`config.mk`:
```
export PLATFORM = sky130hd
export DESIGN_NAME = dcache_bus_fsm
export DESIGN_NICKNAME = d
export VERILOG_FILES = /design/src/rtl/dcache_bus_fsm_pkg.sv /design/src/rtl/dcache_bus_beatcnt.sv /design/src/rtl/dcache_bus_fsm.sv
export SDC_FILE = /design/constraint.sdc
export NUM_CORES = 1
export LEC_CHECK = 0
export BUFFER_PORTS_ARGS = -buffer_cell sky130_fd_sc_hd__buf_2
export CORE_AREA = 2 2 323 325
export CTS_CLUSTER_DIAMETER = 120
export CTS_CLUSTER_SIZE = 14
export DETAILED_ROUTE_END_ITERATION = 12
export DIE_AREA = 0 0 325 327
export SYNTH_ARGS = -nofsm -noshare
export SYNTH_HDL_FRONTEND = slang
export SYNTH_SLANG_ARGS = --single-unit
```
`constraint.sdc`:
```
create_clock -name clk -period 5.5 [get_ports clk]
set_clock_uncertainty 0.05 [all_clocks]
set_input_delay 1.1 -clock clk [delete_from_list [all_inputs] [get_ports clk]]
set_output_delay 1.1 -clock clk [all_outputs]
set_load 0.05 [all_outputs]
```
`src/rtl/dcache_bus_fsm_pkg.sv`:
```
// dcache_bus_fsm_pkg: shared types and AHB encodings for the dcache bus master.
//   bus_state_e   : burst FSM states (READY, FETCH, WRITEBACK, ACK)
//   HTRANS_*      : AHB transfer-type encodings
//   HBURST_*      : AHB incrementing burst encodings
//   burst_type()  : maps beats-per-line onto the matching fixed INCRn burst,
//                   falling back to undefined-length INCR for other lengths
package dcache_bus_fsm_pkg;

  typedef enum logic [1:0] {
    READY     = 2'd0,
    FETCH     = 2'd1,
    WRITEBACK = 2'd2,
    ACK       = 2'd3
  } bus_state_e;

  localparam logic [1:0] HTRANS_IDLE   = 2'b00;
  localparam logic [1:0] HTRANS_NONSEQ = 2'b10;
  localparam logic [1:0] HTRANS_SEQ    = 2'b11;

  localparam logic [2:0] HBURST_INCR   = 3'b001;
  localparam logic [2:0] HBURST_INCR4  = 3'b011;
  localparam logic [2:0] HBURST_INCR8  = 3'b101;
  localparam logic [2:0] HBURST_INCR16 = 3'b111;

  function automatic logic [2:0] burst_type(input int beats);
    case (beats)
      4:       return HBURST_INCR4;
      8:       return HBURST_INCR8;
      16:      return HBURST_INCR16;
      default: return HBURST_INCR;
    endcase
  endfunction

endpackage

```
`src/rtl/dcache_bus_beatcnt.sv`:
```
// dcache_bus_beatcnt: saturating beat counter with clear and enable.
//   clk, reset : clock, synchronous active-high reset
//   clr        : synchronous clear (wins over en)
//   en         : advance by one, holding once MAX is reached
//   cnt        : current count, WIDTH bits
module dcache_bus_beatcnt #(
  parameter int WIDTH = 3,
  parameter int MAX   = 7
) (
  input  logic             clk,
  input  logic             reset,
  input  logic             clr,
  input  logic             en,
  output logic [WIDTH-1:0] cnt
);

  localparam logic [WIDTH-1:0] MAX_V = MAX[WIDTH-1:0];

  always_ff @(posedge clk) begin
    if (reset || clr)            cnt <= '0;
    else if (en && cnt != MAX_V) cnt <= cnt + 1'b1;
  end

endmodule

```
`src/rtl/dcache_bus_fsm.sv`:
```
// dcache_bus_fsm: AHB INCR burst master between the data cache and the bus.
// Turns a line fetch / writeback request into one burst, assembles refill
// beats into FetchBuffer, streams victim words from the cache onto HWDATA,
// and answers with a single-cycle CacheBusAck.
//   Cache side : Flush, CacheBusRW[1]=fetch / [0]=writeback, CacheBusAdr,
//                ReadDataWord (word selected by BeatCount last cycle),
//                CacheBusAck, SelBusBeat, BeatCount, FetchBuffer
//   Pipeline   : BusCommitted (burst in flight), BusStall
//   AHB        : HADDR, HTRANS, HWRITE, HSIZE, HBURST, HWDATA, HRDATA, HREADY
// Optional build macro DCACHE_BUS_PERF_EN adds RefillCount / WritebackCount,
// 32-bit wrapping counts of completed fetches and writebacks.
module dcache_bus_fsm
  import dcache_bus_fsm_pkg::*;
#(
  parameter int PA_BITS      = 56,
  parameter int AHBW         = 64,
  parameter int LINELEN      = 512,
  parameter int BEATSPERLINE = LINELEN / AHBW,
  parameter int BEATBITS     = $clog2(BEATSPERLINE)
) (
  input  logic                clk,
  input  logic                reset,
  input  logic                Flush,
  input  logic [1:0]          CacheBusRW,
  input  logic [PA_BITS-1:0]  CacheBusAdr,
  input  logic [AHBW-1:0]     ReadDataWord,
  output logic                CacheBusAck,
  output logic                SelBusBeat,
  output logic [BEATBITS-1:0] BeatCount,
  output logic [LINELEN-1:0]  FetchBuffer,
  output logic                BusCommitted,
  output logic                BusStall,
`ifdef DCACHE_BUS_PERF_EN
  output logic [31:0]         RefillCount,
  output logic [31:0]         WritebackCount,
`endif
  output logic [PA_BITS-1:0]  HADDR,
  output logic [1:0]          HTRANS,
  output logic                HWRITE,
  output logic [2:0]          HSIZE,
  output logic [2:0]          HBURST,
  output logic [AHBW-1:0]     HWDATA,
  input  logic [AHBW-1:0]     HRDATA,
  input  logic                HREADY
);

  localparam int BEATOFF = $clog2(AHBW / 8);
  localparam int LINEOFF = $clog2(LINELEN / 8);
  localparam logic [PA_BITS-1:0]  LINE_MASK = ~(PA_BITS'(LINELEN / 8 - 1));
  localparam logic [BEATBITS:0]   ADR_END   = BEATSPERLINE[BEATBITS:0];
  localparam logic [BEATBITS-1:0] LAST_BEAT = BEATBITS'(BEATSPERLINE - 1);
  localparam logic [2:0]          HSIZE_V   = 3'(BEATOFF);
  localparam logic [2:0]          HBURST_V  = burst_type(BEATSPERLINE);

  bus_state_e            state, next_state;
  logic [BEATBITS:0]     adr_beat;   // one extra bit so it can rest at BEATSPERLINE
  logic [BEATBITS-1:0]   data_beat;
  logic [PA_BITS-1:0]    line_base;
  logic [LINEOFF-1:0]    beat_off;
  logic                  req, busy, start;

  assign req      = (CacheBusRW != 2'b00) && !Flush;
  assign busy     = (state == FETCH) || (state == WRITEBACK);
  assign start    = (state == READY) && req && HREADY;
  assign beat_off = {adr_beat[BEATBITS-1:0], {BEATOFF{1'b0}}};

  // Address-phase beat: starts at 1 once the NONSEQ is accepted.
  dcache_bus_beatcnt #(.WIDTH(BEATBITS + 1), .MAX(BEATSPERLINE)) u_adr_beat (
    .clk   (clk),
    .reset (reset),
    .clr   (!busy && !start),
    .en    (start || (busy && HREADY)),
    .cnt   (adr_beat)
  );

  // Data-phase beat: trails the address beat by one accepted transfer.
  dcache_bus_beatcnt #(.WIDTH(BEATBITS), .MAX(BEATSPERLINE - 1)) u_data_beat (
    .clk   (clk),
    .reset (reset),
    .clr   (!busy),
    .en    (busy && HREADY),
    .cnt   (data_beat)
  );

  always_ff @(posedge clk) begin
    if (reset) state <= READY;
    else       state <= next_state;
  end

  // Latch the line base so the cache may move CacheBusAdr mid-burst.
  always_ff @(posedge clk) begin
    if (reset)      line_base <= '0;
    else if (start) line_base <= CacheBusAdr & LINE_MASK;
  end

  always_ff @(posedge clk) begin
    if (reset)                             FetchBuffer <= '0;
    else if (state == FETCH && HREADY)     FetchBuffer[data_beat*AHBW +: AHBW] <= HRDATA;
  end

  always_comb begin
    next_state   = state;
    HTRANS       = HTRANS_IDLE;
    HADDR        = '0;
    HWRITE       = 1'b0;
    SelBusBeat   = 1'b0;
    BusStall     = 1'b0;
    BusCommitted = 1'b0;
    CacheBusAck  = 1'b0;
    case (state)
      READY: begin
        if (req) begin
          HTRANS     = HTRANS_NONSEQ;
          HADDR      = CacheBusAdr & LINE_MASK;
          HWRITE     = CacheBusRW[0];
          SelBusBeat = CacheBusRW[0];
          BusStall   = 1'b1;
          if (HREADY) next_state = CacheBusRW[1] ? FETCH : WRITEBACK;
        end
      end
      FETCH, WRITEBACK: begin
        BusCommitted = 1'b1;
        BusStall     = 1'b1;
        // Held through the whole writeback so a stalled final data beat
        // still has the cache presenting its word.
        SelBusBeat   = (state == WRITEBACK);
        if (adr_beat < ADR_END) begin
          HTRANS = HTRANS_SEQ;
          HADDR  = line_base | PA_BITS'(beat_off);
          HWRITE = (state == WRITEBACK);
        end
        if (HREADY && data_beat == LAST_BEAT) next_state = ACK;
      end
      ACK: begin
        BusCommitted = 1'b1;
        CacheBusAck  = 1'b1;
        next_state   = READY;
      end
      default: next_state = READY;
    endcase
  end

  // The cache registers the word picked here, so HWDATA next cycle must be
  // the word of the beat whose data phase is then pending. While HREADY is
  // low the pending data beat does not move, so point the cache back at it.
  assign BeatCount = (state == WRITEBACK && !HREADY) ? data_beat : adr_beat[BEATBITS-1:0];

  assign HWDATA = (state == WRITEBACK) ? ReadDataWord : '0;
  assign HSIZE  = (HTRANS != HTRANS_IDLE) ? HSIZE_V  : 3'b000;
  assign HBURST = (HTRANS != HTRANS_IDLE) ? HBURST_V : 3'b000;

`ifdef DCACHE_BUS_PERF_EN
  always_ff @(posedge clk) begin
    if (reset) begin
      RefillCount    <= '0;
      WritebackCount <= '0;
    end else if (busy && next_state == ACK) begin
      if (state == FETCH) RefillCount    <= RefillCount + 32'd1;
      else                WritebackCount <= WritebackCount + 32'd1;
    end
  end
`endif

endmodule

```
# Word level (Yosys, flattened, before mapping)
# Index checks and enable logic that the tools add are counted.
# word_totals
out_inout_bits	648
wordCells	69
ff_bits	571
in_bits	190
# classes
reduce_logical	24
n_mux	24
n_bitwise	1
shifts	2
n_lt_le_gt_ge	1
n_addsub	3
n_eq_ne	9
# op_table
op	n
$bwmux 512	1
$shift 64x34->512 const A	1
$shiftx 64x34->512	1
$mux 56	2
$pmux 56 s2	1
$mux 64	1
$or 56x6->56	1
$neg 9->34	1
$mux 2	7
$logic_and 1x1->1	10
$mux 3	2
$ne 2x2->1 const B	3
$pmux 1 s2	3
$pmux 2 s3	1
$mux 1	5
$add 4x1->4 const B	1
$eq 2x2->1 const B	2
$logic_not 1->1	4
$logic_or 1x1->1	4
$lt 4x4->1 const B	1
$ne 4x4->1 const B	1
$pmux 2 s2	1
$reduce_bool 2->1	2
$add 3x1->3 const B	1
other kinds (7)	7

# Longest topological paths before layout
# Gate-level depths: netlist of run 1.
# depth
ltp_word	7
ltp_mapped	11
mapped_depth_nobuf	7

# Cells and area by module
# From an unflattened synthesis of run 1, not the netlist that was laid out.
# hier_totals
cells_unflattened	2769
area_unflattened_um2	22399.0
# modules_own_cells
module	seq_area_each_um2	cells_per_inst	area_each_um2	n_inst
dcache_bus_fsm	11290.8	2732	22032.4	1
dcache_bus_beatcnt at u_adr_beat	80.1	25	224.0	1
dcache_bus_beatcnt at u_data_beat	60.1	12	142.6	1

# Worst setup path after synthesis of run 1
# No wires, ideal clock.
# synth_path
kind	input to output
from	input port Flush
to	output port HBURST[2]
cell_stages	4
slack_ns	1.255
arrival_time_ns	3.095
t_required_ns	4.350
n_path_buf	1
path_cell_list	o21ba_2 -> nand2_1 -> o21ai_0 -> buf_4
# synth_between
elab_chain_len	6
# synth_lines
element	line_no	text
start: declaration	dcache_bus_fsm.sv:23	input logic Flush,
$logic_not 1->1	dcache_bus_fsm.sv:62	assign req = (CacheBusRW != 2'b00) && !Flush;
$logic_and 1x1->1	dcache_bus_fsm.sv:62	
$mux 2	dcache_bus_fsm.sv:112	if (req) begin
$pmux 2 s2	dcache_bus_fsm.sv:110	case (state)
$reduce_bool 2->1	dcache_bus_fsm.sv:150	assign HBURST = (HTRANS != HTRANS_IDLE) ? HBURST_V : 3'b000;
$mux 3	dcache_bus_fsm.sv:150	
end: declaration	dcache_bus_fsm.sv:41	output logic [2:0] HBURST,
# Every way passes these cells.

# Final worst setup path of run 1
# layout_path
from	register state[1]
to	output port HADDR[17]
# layout_between
elab_chain_len	3
elab_cells_between_ends	5
cone_classes	eq/ne (2); mux (1); reduce/logical (2)
# layout_lines
element	line_no	text
start: declaration	dcache_bus_fsm.sv:55	bus_state_e state, next_state;
start signal: assignment	dcache_bus_fsm.sv:87	else state <= next_state;
$eq 2x1->1 or $eq 2x2->1 (tied branches)	dcache_bus_fsm.sv:110	
$reduce_or 2->1	dcache_bus_fsm.sv:110	
$pmux 56 s2 (*)	dcache_bus_fsm.sv:110	
end: declaration	dcache_bus_fsm.sv:37	output logic [PA_BITS-1:0] HADDR,
# Every way passes the cells marked *; elsewhere a longest branch is shown, timed or not.

==> results.cfg, run 1 <==
[outcome]
run_status = completed

[setup_path]
path_class = flop to primary output
critical_path_required_ps = 4350
critical_path.cell_chain = inv_1, ha_1, and2_2, buf_4, a22oi_1, nor2_1, buf_2
timing.critical_path.slowest_cell_delay_ps = 770
ff2ff_path_depth = 8
reg2reg_end = FetchBuffer[252]
cp-startpoint = state[1]
worst-path-max-fanout = 40
arrival_ps = 3140
worstSetupEndpointType = primary output
r2r_start = u_data_beat.cnt[0]
crit_path_top_delay_cell = sky130_fd_sc_hd__and2_2
critical-path-top-delay-family = simple AND/OR/NAND/NOR gates
worst_setup_sp_type = flop
r2r_setup_slack_ps = 1540
worstPathBufferInverterCount = 3

[drt]
postRouteWirelength_mm = 105
detail_route.first_pass.iterations = 5
antenna_violating_nets_post_route = 0
detail_route.vias_per_cell = 4.64
route.detailed.drc = 0
vias = 22900
drt-wirelength-per-cell_um = 21.3
detailedRoute.firstIterationViolations = 1890

[die]
fp.dieArea_sq_um = 106000
die_y_um = 327
die_width_um = 325
design.core.area_sq_um = 103000
ios = 838
rows = 118
initial_cell_density_of_the_core_pct = 21.6

[power]
pwr_density_cell_nw_per_um2 = 349
power.ir.vdd_worst_mv = 0.325
cellLeakagePower_nw = 11.6

[cts]
post-cts-setup-buffers = 0
cts_hold_buf = 0
clk_pin_slew_worst_paths_ps = 70
numCtsBuffers = 46
htree_levels = 2
cts.path.max_buffers = 3
cts_tree = done
cts_resized = 0
cts_root_buf = sky130_fd_sc_hd__clkbuf_16
clock_latency_ps = 620
cts_num_sinks = 571

[sta]
tightestPinTransition_ps = 1140
finalWorstPathRequiredPeriod_ps = 4290
rel_slew_slack_pct = 24.2
finalSetupViolations = 0
hold_viol_final = 0
timing.setup.tns_ps = 0
fin_ws_ps = 1210
min_period_over_period_pct = 78.0
report.final.slew_viol_count = 0
timing.fmax_ghz = 0.233
rsz0062_at_grt = no

[placement]
gpl.final_weighted_congestion = 0.806
pre_cts_ws_ps = 1270
dp.final_hpwl_mm = 71.4
port_buffers = 826

[synthesis]
synth_largest_area_cell = sky130_fd_sc_hd__dfxtp_1
synth-main-ff-cell = sky130_fd_sc_hd__dfxtp_1
synth_area_leaders = sky130_fd_sc_hd__dfxtp_1 (51%), sky130_fd_sc_hd__nand2_1 (13%), sky130_fd_sc_hd__a21oi_1 (13%), sky130_fd_sc_hd__nand3_1 (7.9%), sky130_fd_sc_hd__clkbuf_1 (3.7%)
syn-mean-instance-area_sq_um = 7.62
ys_ff_latch = 571
syn-cell-area_sq_um = 22200
post_synth_edffs = 0
synthCells = 2919
synth_largest_type_area_fraction_pct = 51.4
synth_cell_types = 42
postSynth.asyncResetShare_pct = 0
synth_seq_area_share_pct = 51.4
yosys_warnings = 0

[global_route]
first_global_vias = 21100
gr-total-overflow = 0
number_of_antenna_violations_at_the_first_check_in_global_routing = 19
global_route_wire_length_before_repair_mm = 148
groute.usage.overall_pct = 18.6
largest_net_degree_at_the_start_of_global_routing = 134

[layout]
finalCoreUtilization_pct = 27.7
final_common_cell = sky130_fd_sc_hd__buf_2
final_cell_mix = sky130_fd_sc_hd__buf_2 (825), sky130_fd_sc_hd__nand2_1 (788), sky130_fd_sc_hd__a21oi_1 (573), sky130_fd_sc_hd__dfxtp_1 (571), sky130_fd_sc_hd__nand3_1 (351)
nets = 3733
syn2layout_area_growth_pct = 28.4
final_layout_size_suffix_gt1_share_pct = 26.8

[worst_hold_path]
hold_path.class = flop to flop
min_delay_worst_endpoint = FetchBuffer[283]
hold_path.startpoint = FetchBuffer[283]
hold_depth = 2

[job]
cap_viol_max_count = 0
[power breakdown]
| part | leakage (nW) | internal [mW] | switching [mW] | total (mW) |
|---|---|---|---|---|
| Combinational | 6.39 | 0.518 | 2.08 | 2.60 |
| Sequential | 4.60 | 4.22 | 0.0605 | 4.29 |
| Clock | 0.596 | 1.49 | 1.60 | 3.09 |
[worst max-delay path by stage]
stage	to	cells past startpoint
after floorplan	HBURST[2]	4
after global placement	HADDR[16]	7
after detailed placement	HADDR[16]	7
after CTS	HADDR[16]	7
after global routing	HADDR[33]	8
final	HADDR[17]	7
[Yosys cell counts (2+ instances only)]
| master | number |
|---|---|
| sky130_fd_sc_hd__nor2b_1 | 2 |
| sky130_fd_sc_hd__o21ai_0 | 8 |
| sky130_fd_sc_hd__nand2b_1 | 22 |
| sky130_fd_sc_hd__nor3_1 | 3 |
| sky130_fd_sc_hd__buf_2 | 68 |
| sky130_fd_sc_hd__a21oi_1 | 573 |
| sky130_fd_sc_hd__and2_1 | 69 |
| sky130_fd_sc_hd__buf_4 | 10 |
| sky130_fd_sc_hd__dfxtp_1 | 571 |
| sky130_fd_sc_hd__a22oi_1 | 50 |
| sky130_fd_sc_hd__buf_1 | 13 |
| sky130_fd_sc_hd__nor2_1 | 113 |
| sky130_fd_sc_hd__nand2_1 | 789 |
| sky130_fd_sc_hd__nor3_2 | 3 |
| sky130_fd_sc_hd__nand3_1 | 352 |
| sky130_fd_sc_hd__clkbuf_1 | 217 |
| sky130_fd_sc_hd__inv_1 | 8 |
| sky130_fd_sc_hd__ha_1 | 15 |
| sky130_fd_sc_hd__nand4_1 | 3 |
| sky130_fd_sc_hd__or2_2 | 3 |
| sky130_fd_sc_hd__or3_1 | 5 |
| sky130_fd_sc_hd__and4_1 | 2 |
[worst reg2reg max path: stages, from the launching register on]
cell	delay (ps)
sky130_fd_sc_hd__dfxtp_1	770
sky130_fd_sc_hd__inv_1	250
sky130_fd_sc_hd__ha_1	290
sky130_fd_sc_hd__ha_1	610
sky130_fd_sc_hd__o31ai_2	310
sky130_fd_sc_hd__nor2_4	920
sky130_fd_sc_hd__buf_12	340
sky130_fd_sc_hd__nand3_1	190
sky130_fd_sc_hd__a21oi_1	170
[layer usage]
layer	GRT usage, %	share of wire [%]
met1	23.1	42
met2	30.3	46
met3	5.49	8.6
met4	6.90	3.4
met5	0	0.070
[state kept, by name (all words and copies together), names as in the netlist]
name,cells
u_adr_beat.cnt,4
FetchBuffer,512
line_base,50
u_data_beat.cnt,3
state,2
[metrics by stage]
step           cell area, sq um  hold WS, ps  instances  power (mW)
4_1_cts                   28500          399       4910        10.1
2_1_floorplan             22300          387       2923        6.23
3_5_place_dp              27300          390       4860        6.98
6_report                  28600          396       4922        9.98
3_3_place_gp              27300          384       4860        6.98
5_1_grt                   28500          410       4913        10.4
[logic make-up (layout without fill, tap and decap cells)]
logic type                 Yosys count  count (layout)  synth area share [%]
muxes                                2               2                0.0956
adders and majority gates           15              15                 0.844
other                                1              17                0.0169
DFF                                571             571                  51.4
AOI/OAI and AO/OA                  639             639                  15.1
buffers and inverters              317             924                  5.90
and+or+nand+nor                   1373            1373                  26.6
xor gates and xnor gates             1               1                0.0394
[area by class of cell]
type | instances | area, sq um
clock inverter | 4 | 67.6
multi-input combinational | 2035 | 9630
antenna | 12 | 30.0
fill | 11300 | 74400
tap | 1380 | 1730
sequential | 571 | 11400
timing repair buffer | 865 | 4490
inverter | 9 | 33.8
clock buffer | 46 | 1150
No activity file was read; power rests on OpenSTA's default activity.
==> inputs of run 2 (changes only) <==
--- a/config.mk
+++ b/config.mk
@@ -5,12 +5,13 @@
 export SDC_FILE = /design/constraint.sdc
 export NUM_CORES = 1
 export LEC_CHECK = 0
+export ABC_AREA = 1
 export BUFFER_PORTS_ARGS = -buffer_cell sky130_fd_sc_hd__buf_2
-export CORE_AREA = 2 2 323 325
+export CORE_AREA = 2 2 322 324
 export CTS_CLUSTER_DIAMETER = 120
 export CTS_CLUSTER_SIZE = 14
 export DETAILED_ROUTE_END_ITERATION = 12
-export DIE_AREA = 0 0 325 327
+export DIE_AREA = 0 0 324 326
 export SYNTH_ARGS = -nofsm -noshare
 export SYNTH_HDL_FRONTEND = slang
 export SYNTH_SLANG_ARGS = --single-unit
==> constraint.sdc (replaced) <==
create_clock -name clk -period 3.8 [get_ports clk]
set_clock_uncertainty 0.05 [all_clocks]
set_input_delay 0.76 -clock clk [delete_from_list [all_inputs] [get_ports clk]]
set_output_delay 0.76 -clock clk [all_outputs]
set_load 0.05 [all_outputs]
==> run 2 against run 1 <==
- die area down 0.61%
- hold slack got worse by 62 ps
- via count rose by 18%
- final cell count grew 25%
- power grew 57%
- critical path depth rose by 1
- critical path type unchanged
- critical endpoint is now HADDR[45]
- first-iteration DRC count is 24% higher
- non-clock buffer count up 28
- sequential share of layout area shrank 4.9 points
- final area is 14% higher
- highest routed layer is now met4
- synthesized cell count rose by 40%
- largest power group unchanged
- global-route usage rose by 1.6 points
==> results.cfg, run 2 <==
[outcome]
run_status = completed

[synthesis]
yosys_warnings = 0
synth_cell_types = 27
synth-main-ff-cell = sky130_fd_sc_hd__dfxtp_1
synthAdderAreaFrac_pct = 0.727
synth_xor_area_share_pct = 0.0339
syn-mean-instance-area_sq_um = 6.31
syn-cell-area_sq_um = 25800
synth_largest_type_area_fraction_pct = 44.3
synthSimpleGateAreaFrac_pct = 38.5
synth_largest_area_cell = sky130_fd_sc_hd__dfxtp_1
synthCells = 4091
synth_most_common_cell = sky130_fd_sc_hd__nand2_1
synth_compound_area_share_pct = 3.78
post_synth_edffs = 0
main_combinational_cell_family_by_area_after_synthesis = simple AND/OR/NAND/NOR gates
yosys-mux-area-fraction_pct = 0
synth_top_cells_by_count = sky130_fd_sc_hd__nand2_1 (1,118), sky130_fd_sc_hd__nor2_1 (1,026), sky130_fd_sc_hd__dfxtp_1 (571)
synth_seq_area_share_pct = 44.3
ys_ff_latch = 571
postSynth.asyncResetShare_pct = 0
synth_area_leaders = sky130_fd_sc_hd__dfxtp_1 (44%), sky130_fd_sc_hd__nand2_1 (16%), sky130_fd_sc_hd__nor2_1 (15%), sky130_fd_sc_hd__inv_1 (7.7%), sky130_fd_sc_hd__nand3_1 (2.7%)

[drt]
wl_met3_mm = 9.24
drt-wirelength-per-cell_um = 18.2
met1Wirelength_mm = 52.0
detail_route.vias_per_cell = 4.38
detailedRoute.firstIterationViolations = 2339
highest-signal-layer = met4
route.detailed.drc = 0
detailroute.wirelength.met2_mm = 47.5
vias = 26900
postRouteWirelength_mm = 112
antenna_violating_nets_post_route = 0
detail_route.first_pass.iterations = 6

[die]
design.core.area_sq_um = 103000
die_y_um = 326
fp.dieArea_sq_um = 106000
initial_cell_density_of_the_core_pct = 25.2
ios = 838
die_width_um = 324
rows = 118

[placement]
gpl.final_weighted_congestion = 0.940
placed_cells = 6086
pre_cts_ws_ps = 625
dp.final_hpwl_mm = 82.5
port_buffers = 826
placed_cell_area_sq_um = 31200

[sta]
timing.setup.tns_ps = 0
rsz0062_at_grt = no
fin_ws_ps = 235
finalSetupViolations = 0
hold_viol_final = 0
finalWorstPathRequiredPeriod_ps = 3570
timing.fmax_ghz = 0.280
rel_slew_slack_pct = 18.7
finalHoldWorstSlack_ps = 334
report.final.slew_viol_count = 0
min_period_over_period_pct = 93.8
tightestPinTransition_ps = 1220

[cts]
clk_pin_slew_worst_paths_ps = 80
numCtsBuffers = 47
cts_num_sinks = 571
clock_latency_ps = 620
cts_root_buf = sky130_fd_sc_hd__clkbuf_16
cts.path.max_buffers = 3
htree_levels = 2
cts_tree = done

[layout]
final_common_cell = sky130_fd_sc_hd__nand2_1
regMostFlops = FetchBuffer
biggestRegsByFlops = FetchBuffer: 512 flops, line_base: 50 flops, u_adr_beat.cnt: 4 flops
max_ffs_per_register = 512
final_layout_size_suffix_gt1_share_pct = 20.6
final_cell_area_excluding_filler_cells_sq_um = 32500
finalCoreUtilization_pct = 31.7
final_standard_cell_count_with_taps_included_and_fillers_excluded = 6147
syn2layout_area_growth_pct = 26.1
nets = 4962
final_cell_mix = sky130_fd_sc_hd__nand2_1 (1,117), sky130_fd_sc_hd__nor2_1 (1,024), sky130_fd_sc_hd__buf_2 (825), sky130_fd_sc_hd__dfxtp_1 (570), sky130_fd_sc_hd__inv_1 (529)

[power]
power.ir.vdd_worst_mv = 0.313
switchingPower_mw = 6.15
cell_internal_pwr_mw = 9.49
pwr-share-clk_pct = 30.4
cellLeakagePower_nw = 18.5
finalPower_mw = 15.6
seqPwrFrac_pct = 40.4
pwr-share-comb_pct = 29.2
pwr_density_cell_nw_per_um2 = 481
p_sw_share_pct = 39.3

[global_route]
global_route_wire_length_before_repair_mm = 160
first_global_vias = 23900
largest_net_degree_at_the_start_of_global_routing = 129
gr-total-overflow = 0
groute.usage.overall_pct = 20.2
number_of_antenna_violations_at_the_first_check_in_global_routing = 8

[setup_path]
worst-path-max-fanout = 32
ff2ff_path_depth = 8
path_class = flop to primary output
arrival_ps = 2760
worst_setup_sp_type = flop
r2r_setup_slack_ps = 780
r2r_start = u_data_beat.cnt[1]
reg2reg_end = FetchBuffer[96]
critical_path_required_ps = 2990
worstSetupEndpointType = primary output

[worst_hold_path]
hold_path.class = input port to flop
hold_path.startpoint = CacheBusAdr[11]
min_delay_worst_endpoint = line_base[11]
hold_depth = 3

[job]
cap_viol_max_count = 0
## run 2: cell families after synthesis
| group | Yosys count |
|---|---|
| adder cells (fa/ha/maj) | 15 |
| AND/OR/NAND/NOR | 2489 |
| XOR/XNOR | 1 |
| flip-flops | 571 |
| other | 1 |
| buffers and inverters | 819 |
| AO/OA/AOI/OAI | 195 |
## run 2: timing repair
item,CTS,global route
setup endpoints to repair,31,33
cloned,1,0
hold buffers,0,0
resized for setup,0,2
buffers inserted,0,1
pin swaps,1,1
## run 2: layout make-up
type | instances | area (sq um)
clock inverter | 3 | 66.3
timing repair buffer | 893 | 4830
fill | 11400 | 70100
clock buffer | 51 | 1240
tap | 1380 | 1730
antenna | 5 | 12.5
multi-input combinational | 2706 | 11200
inverter | 538 | 2030
sequential | 571 | 11400
## run 2: worst max-delay path by stage
stage / startpoint / end
after floorplan: CacheBusRW[1] / HBURST[2]
after global placement: state[1] / HADDR[36]
after detailed placement: state[1] / HADDR[45]
after CTS: state[1] / HADDR[45]
after global routing: state[1] / HADDR[12]
final: state[1] / HADDR[45]
## run 2: routing by layer
layer  vias up  track usage (%)
li1      13500                -
met1     12300             28.5
met2       922             29.9
met3       140             5.27
met4         0             5.94
met5         -                0
## run 2: critical path, stage by stage, from the launching register on
cell and delay (ps):
sky130_fd_sc_hd__dfxtp_1 420, sky130_fd_sc_hd__inv_1 120, sky130_fd_sc_hd__ha_1 350, sky130_fd_sc_hd__inv_1 150
sky130_fd_sc_hd__nor2_4 220, sky130_fd_sc_hd__buf_6 290, sky130_fd_sc_hd__nand2_1 80, sky130_fd_sc_hd__a21oi_1 170
sky130_fd_sc_hd__buf_2 310
## run 2: power groups by stage
stage	logic, mW	clock network (mW)	registers [mW]
2_1_floorplan	2.62	0	7.00
3_3_place_gp	4.52	0	6.44
3_5_place_dp	4.51	0	6.45
4_1_cts	4.53	4.89	6.31
5_1_grt	4.82	5.07	6.34
6_report	4.57	4.76	6.31
